$ cat config.mk
export PLATFORM = sky130hd
export DESIGN_NAME = mem_port_arbiter
export DESIGN_NICKNAME = d
export VERILOG_FILES = /design/src/rtl/mem_port_arbiter.sv
export SDC_FILE = /design/constraint.sdc
export NUM_CORES = 1
export LEC_CHECK = 0
export CELL_PAD_IN_SITES_DETAIL_PLACEMENT = 0
export CELL_PAD_IN_SITES_GLOBAL_PLACEMENT = 2
export CORE_MARGIN = 2
export CORE_UTILIZATION = 22
export CTS_BUF_LIST = sky130_fd_sc_hd__clkbuf_4
export DETAILED_ROUTE_END_ITERATION = 8
export GPL_ROUTABILITY_DRIVEN = 0
export PLACE_DENSITY_LB_ADDON = 0.1
export SLEW_MARGIN = 10
export SYNTH_ARGS = -nofsm -noshare
export SYNTH_HDL_FRONTEND = slang
export SYNTH_SLANG_ARGS = --single-unit
$ cat constraint.sdc
create_clock -name clk -period 1.95 [get_ports clk]
set_input_delay 0.195 -clock clk [delete_from_list [all_inputs] [get_ports clk]]
set_output_delay 0.195 -clock clk [all_outputs]
set_load 0.01 [all_outputs]
$ cat src/rtl/mem_port_arbiter.sv
// Arbiter sharing one memory port between instruction fetch and MEM stage.
// Optional macro ARB_RR_EN: round-robin tie-break instead of data priority.
module mem_port_arbiter #(
    parameter int AW      = 16,
    parameter int DW      = 16,
    parameter int TIMEOUT = 15
) (
    input  logic          clk,
    input  logic          rst,
    input  logic          i_req,
    input  logic [AW-1:0] i_addr,
    input  logic          i_cancel,
    output logic          i_done,
    output logic [DW-1:0] i_rdata,
    input  logic          d_req,
    input  logic          d_we,
    input  logic [AW-1:0] d_addr,
    input  logic [DW-1:0] d_wdata,
    output logic          d_done,
    output logic [DW-1:0] d_rdata,
    output logic          stall_if,
    output logic          stall_mem,
    output logic          err,
    output logic          mem_req,
    output logic          mem_we,
    output logic [AW-1:0] mem_addr,
    output logic [DW-1:0] mem_wdata,
    input  logic          mem_ack,
    input  logic [DW-1:0] mem_rdata
);

    typedef enum logic [1:0] {
        IDLE,
        BUSY_I,
        BUSY_D,
        RESP
    } state_e;

    state_e        state_q;
    logic [7:0]    cnt_q;
    logic [7:0]    cnt_d;
    logic          cancel_q;
    logic          i_done_q;
    logic          d_done_q;
    logic          err_q;
    logic          mem_req_q;
    logic          mem_we_q;
    logic [AW-1:0] mem_addr_q;
    logic [DW-1:0] mem_wdata_q;
    logic [DW-1:0] i_rdata_q;
    logic [DW-1:0] d_rdata_q;
`ifdef ARB_RR_EN
    logic          last_d_q;
`endif

    logic timeout_hit;
    logic cancel_eff;
    logic fetch_ok;
    logic pick_d;
    logic pick_i;

    always_comb begin
        cnt_d       = cnt_q + 8'd1;
        timeout_hit = ({1'b0, cnt_q} + 9'd1) == 9'(TIMEOUT);
        cancel_eff  = cancel_q | i_cancel;
        fetch_ok    = i_req & ~i_cancel;
`ifdef ARB_RR_EN
        // On a tie the side that did not win last time goes first
        pick_d      = d_req & (~fetch_ok | ~last_d_q);
`else
        pick_d      = d_req;
`endif
        pick_i      = fetch_ok & ~pick_d;
    end

    always_ff @(posedge clk) begin
        if (rst) begin
            state_q     <= IDLE;
            cnt_q       <= '0;
            cancel_q    <= 1'b0;
            i_done_q    <= 1'b0;
            d_done_q    <= 1'b0;
            err_q       <= 1'b0;
            mem_req_q   <= 1'b0;
            mem_we_q    <= 1'b0;
            mem_addr_q  <= '0;
            mem_wdata_q <= '0;
            i_rdata_q   <= '0;
            d_rdata_q   <= '0;
`ifdef ARB_RR_EN
            last_d_q    <= 1'b0;
`endif
        end else begin
            i_done_q <= 1'b0;
            d_done_q <= 1'b0;
            err_q    <= 1'b0;
            unique case (state_q)
                IDLE: begin
                    if (pick_d) begin
                        state_q     <= BUSY_D;
                        mem_req_q   <= 1'b1;
                        mem_we_q    <= d_we;
                        mem_addr_q  <= d_addr;
                        mem_wdata_q <= d_wdata;
                        cnt_q       <= '0;
`ifdef ARB_RR_EN
                        last_d_q    <= 1'b1;
`endif
                    end else if (pick_i) begin
                        state_q    <= BUSY_I;
                        mem_req_q  <= 1'b1;
                        mem_we_q   <= 1'b0;
                        mem_addr_q <= i_addr;
                        cnt_q      <= '0;
                        cancel_q   <= 1'b0;
`ifdef ARB_RR_EN
                        last_d_q   <= 1'b0;
`endif
                    end
                end
                BUSY_I: begin
                    if (!mem_ack) begin
                        cnt_q <= cnt_d;
                    end
                    if (mem_ack || timeout_hit) begin
                        state_q   <= RESP;
                        mem_req_q <= 1'b0;
                        cancel_q  <= 1'b0;
                        err_q     <= ~mem_ack;
                        // A flushed fetch completes on the bus but stays invisible
                        i_done_q  <= ~cancel_eff;
                        if (mem_ack && !cancel_eff) begin
                            i_rdata_q <= mem_rdata;
                        end
                    end else begin
                        cancel_q <= cancel_eff;
                    end
                end
                BUSY_D: begin
                    if (!mem_ack) begin
                        cnt_q <= cnt_d;
                    end
                    if (mem_ack || timeout_hit) begin
                        state_q   <= RESP;
                        mem_req_q <= 1'b0;
                        err_q     <= ~mem_ack;
                        d_done_q  <= 1'b1;
                        if (mem_ack && !mem_we_q) begin
                            d_rdata_q <= mem_rdata;
                        end
                    end
                end
                RESP: begin
                    state_q <= IDLE;
                end
                default: begin
                    state_q <= IDLE;
                end
            endcase
        end
    end

    assign i_done    = i_done_q;
    assign i_rdata   = i_rdata_q;
    assign d_done    = d_done_q;
    assign d_rdata   = d_rdata_q;
    assign err       = err_q;
    assign mem_req   = mem_req_q;
    assign mem_we    = mem_we_q;
    assign mem_addr  = mem_addr_q;
    assign mem_wdata = mem_wdata_q;
    assign stall_if  = i_req & ~i_done_q;
    assign stall_mem = d_req & ~d_done_q;

endmodule

==> results of run 1 <==
[state kept, by name, indices dropped and copies added (netlist names)]
register,flops
d_rdata,16
i_rdata,16
mem_addr,16
mem_wdata,16
cnt_q,8
state_q,2
cancel_q,1
d_done,1
err,1
i_done,1
mem_req,1
mem_we,1
[report_power, final]
group	internal, uW	switching (uW)
Clock	391	624
Sequential	1890	135
Combinational	1050	1110
Total	3330	1870
[worst paths after layout]
kind | end | slack [ps]
worst max register to register | state_q[0] | 50
worst min-delay path | cnt_q[0] | 230
worst max-delay path | state_q[0] | 50
worst min register to register | mem_wdata[6] | 460
[what timing repair did]
action,CTS,global route
endpoints found under the hold margin,0,0
endpoints found under the setup margin,2,5
gates resized for setup,4,6
pin swaps,1,0
[layout make-up]
| type | instances | area [um2] | share of cell area |
|---|---|---|---|
| flip-flops and latches | 80 | 1610 | 0.301 |
| clock inverters | 7 | 70.1 | 0.0131 |
| diodes | 1 | 2.50 | 0.000469 |
| inverters | 7 | 26.3 | 0.00492 |
| multi-input cells | 303 | 1660 | 0.312 |
| clock buffers | 9 | 67.6 | 0.0127 |
| well taps | 188 | 235 | 0.0441 |
| repair buffers | 172 | 1660 | 0.312 |
[logic make-up after synthesis]
| logic type | Yosys count |
|---|---|
| AOI/OAI and AO/OA | 103 |
| adders and majority gates | 6 |
| buffers and inverters | 30 |
| DFF | 80 |
| xor gates and xnor gates | 1 |
| muxes | 19 |
| and+or+nand+nor | 174 |
[cells in the mapped netlist, types with 2 or more instances]
master / number
nand2_1: 108
dfxtp_1: 80
a21oi_1: 62
nor2_1: 32
clkbuf_1: 17
mux2i_1: 17
a211oi_1: 16
o21ai_0: 8
nand3_1: 7
ha_1: 6
inv_1: 5
nand2b_1: 5
a31oi_1: 4
nor2b_1: 4
or4_1: 3
a311o_1: 2
and3_1: 2
buf_1: 2
inv_2: 2
mux2_1: 2
nor3_1: 2
or3_1: 2
or3b_1: 2
[worst max-delay path: stages, from the launching register on]
cell	delay [ps]
dfxtp_4	390
ha_2	200
or4_4	530
o41ai_2	80
o2111a_2	250
mux2_1	330
[routing by layer]
metal	wire [um]	global-route usage	part of all wire
met1	4540	0.153	0.42
met3	923	0.0655	0.085
met4	100	0.0310	0.0093
met2	5240	0.234	0.48
met5	0	0	0
[stage by stage]
step	instance area (um2)	util	setup slack, ps	hold slack, ps
after global routing	5340	0.354	1.93	220
after CTS	5310	0.352	6.65	205
after detailed placement	5170	0.342	-14.1	447
final	5340	0.354	46.6	235
after floorplan	3380	-	21.2	331
after global placement	5170	0.342	38.4	442
==> impl_metrics.ini, run 1 <==
[status]
status = finished, final reports clean

[global_route]
antenna_found_initial = 1
grt_max_degree = 35
grt_usage = 0.136
first_global_vias = 3341
grt_overflow = 0
grt_first_pass_wirelength_um = 17300

[hold_path]
holdCritPathClass = in -> reg
hold_depth = 2
worstHoldStart = rst

[flow_run]
cap_violations = 0

[placed_design]
post-place-cells = 750
post-dp-hpwl_um = 7760
io_buffers = 141

[route]
wl_um = 10800
drtIter0Drc = 182
vias = 3372
drt-vias-per-instance = 4.40
wl_per_cell_um = 14.1
first_pass_iters = 4
ant_nets = 0
drcViolationCount = 0

[synth]
synth_fa_ha_area_frac = 0.0222
synthesis.area_um2 = 3380
synth_cells = 413
synth_flop_cell = dfxtp_1
synth-edff-count = 0
synth_area_leaders = dfxtp_1 (47%), nand2_1 (12%), a21oi_1 (9.2%), mux2i_1 (5.0%), a211oi_1 (3.6%)
yosys_warnings = 0
synth_top_family_by_area = simple AND/OR/NAND/NOR gates
muxShareOfSynthArea = 0.0570
synth_compound_area_frac = 0.184
ys_types = 46
synthArstFlopShare = 0
ys_ff_latch = 80
synth_nets = 490
synth_xor_area_frac = 0.00259
seq_area_frac_synth = 0.474
synth_top_area_frac = 0.474
yosysTopAreaCell = dfxtp_1
postSynthAreaPerCell_um2 = 8.18
yosys.area_share.simple = 0.220

[worst_setup_path]
crit_arrival_ps = 2230
cp_max_fo = 6
r2r_cells = 5
r2r_start = cnt_q[0]
worstSetupEndpointType = flip-flop
required_ps = 2280
crit_start = cnt_q[0]
crit_type = reg -> reg
startpoint_type = flip-flop

[clock_tree]
clock_path_buffers = 2
clkSinkCount = 80
clockRootBuffer = clkbuf_4
cts.clk_slew.worst_paths_ps = 140
insertion_delay_ps = 450
cts_tree = yes
hold_buffers = 0
cts_buffers = 9
post_cts_buffers = 0
htree_levels = 3

[floorplan]
ios = 142
die_x_um = 128
initial_core_util = 0.224
placeableCoreArea_um2 = 15100
die_h_um = 128
fp.dieArea_um2 = 16400
rows = 45

[cells_and_area]
mostFrequentLayoutCells = clkdlybuf4s50_1 (140), nand2_1 (108), dfxtp_1 (77)
fillers = 1614
drive_gt1_frac = 0.112
nets = 650
mostFrequentLayoutCell = clkdlybuf4s50_1
syn_to_final_growth_pct = 58.0
final_cells = 767

[pwr]
vdd.ir_drop.worst_uv = 430
total_power_uw = 5200
powerDensity_nw_per_um2 = 975
p_leak_uw = 0.00192

[sta]
fmax_ghz = 0.525
fin_crit_sh = 0.976
rsz0062_at_grt = false
fin_skew_ps = 16.6
tightestPinTransition_ps = 609
hold_viol_final = 0
slew_violations = 0
setup_tns_ps = 0
relSlewSlack = 0.594
min_period_ps = 1900
setup_viol = 0
Power figures use the tool's default switching activity.
==> run 2, diff against run 1 <==
Settings changed: CAP_MARGIN from default to 20, CORE_ASPECT_RATIO from default to 2.
==> impl_metrics.ini, run 2 (synthesized netlist as in run 1, its figures left out) <==
[status]
status = finished, final reports clean

[global_route]
grt_usage = 0.128
grt_overflow = 0
grt_first_pass_wirelength_um = 16600
first_global_vias = 3300
antenna_found_initial = 1
grt_max_degree = 55

[floorplan]
rows = 64
initial_core_util = 0.223
fp.dieArea_um2 = 16400
placeableCoreArea_um2 = 15100
die_x_um = 91.6
die_h_um = 179
ios = 142

[placed_design]
place_area_um2 = 5170
post-dp-hpwl_um = 7280
dp_slack_ps = -2.72
io_buffers = 141

[worst_setup_path]
worstSetupEndpointType = flip-flop
crit_arrival_ps = 2230
crit_type = reg -> reg
startpoint_type = flip-flop
required_ps = 2280
cp_max_fo = 2

[sta]
tightestPinTransition_ps = 637
slew_violations = 0
relSlewSlack = 0.576
fin_ws_ps = 54.8
hold_viol_final = 0
fin_crit_sh = 0.972
fmax_ghz = 0.528
min_period_ps = 1900
fin_skew_ps = 17.8
rsz0062_at_grt = true
setup_viol = 0

[route]
drcViolationCount = 0
wl_um = 10300
drtIter0Drc = 97
wl_per_cell_um = 13.3
ant_nets = 0
first_pass_iters = 4
vias = 3354
drt-vias-per-instance = 4.32

[pwr]
p_leak_uw = 0.00194
powerDensity_nw_per_um2 = 1000
vdd.ir_drop.worst_uv = 450

[cells_and_area]
drive_gt1_frac = 0.109
nets = 650
mostFrequentLayoutCells = clkdlybuf4s50_1 (140), nand2_1 (108), dfxtp_1 (79)
mostFrequentLayoutCell = clkdlybuf4s50_1
syn_to_final_growth_pct = 59.3
final_cell_area_um2 = 5380

[flow_run]
cap_violations = 0

[clock_tree]
cts_tree = yes
cts_buffers = 9
clockRootBuffer = clkbuf_4
cts.clk_slew.worst_paths_ps = 130
clkSinkCount = 80
clock_path_buffers = 2
post_cts_buffers = 0
htree_levels = 3
insertion_delay_ps = 430

[hold_path]
holdCritPathClass = in -> reg
==> run 2: power breakdown <==
group          internal, uW  total (uW)  switching [uW]
Sequential             1890        2030             131
Clock                   523        1140             612
Combinational          1110        2220            1110
Total                  3530        5380            1850
==> run 2: layout make-up <==
type,instances,area [um2]
Clock inverter,6,90.1
Multi-Input combinational cell,303,1690
Clock buffer,9,67.6
Fill cell,1567,9750
Sequential cell,80,1610
Inverter,7,26.3
Antenna cell,1,2.50
Timing Repair Buffer,172,1650
Tap cell,198,248
==> run 2: path summary, 6_finish.rpt <==
kind	slack (ps)	endpoint	startpoint	cells after the start
setup / recovery	50	state_q[0]	cnt_q[7]	5
hold / removal	260	cnt_q[0]	rst	2
setup reg to reg	50	state_q[0]	cnt_q[7]	5
hold reg to reg	460	d_rdata[1]	d_rdata[1]	2
==> run 2: stage by stage <==
| stage | hold slack (ps) | cells | TNS [ps] | util | total power, uW |
|---|---|---|---|---|---|
| after global routing | 250 | 776 | -22.6 | 0.356 | 5820 |
| after CTS | 249 | 775 | 0 | 0.352 | 5440 |
| final | 264 | 776 | 0 | 0.356 | 5380 |
| after detailed placement | 446 | 760 | -2.72 | 0.341 | 4260 |
| after floorplan | 331 | 413 | 0 | - | 3140 |
| after global placement | 442 | 760 | 0 | 0.341 | 4280 |
==> run 2: what timing repair did <==
item | in CTS | in global routing
hold buffers | 0 | 0
gates resized for setup | 2 | 10
pin swaps | 1 | 1
setup endpoints to repair | 2 | 8
==> run 2: critical path, cell delays in order, from the launching register on <==
cell and delay (ps):
dfxtp_1 340, or3b_4 390, or4_4 430, o41ai_2 90
o2111a_2 250, mux2_1 310
==> run 2: layer usage <==
metal  global-route usage  part of all wire
met5                    0                 0
met1                0.161              0.45
met2                0.198              0.45
met3               0.0408             0.074
met4               0.0562             0.024
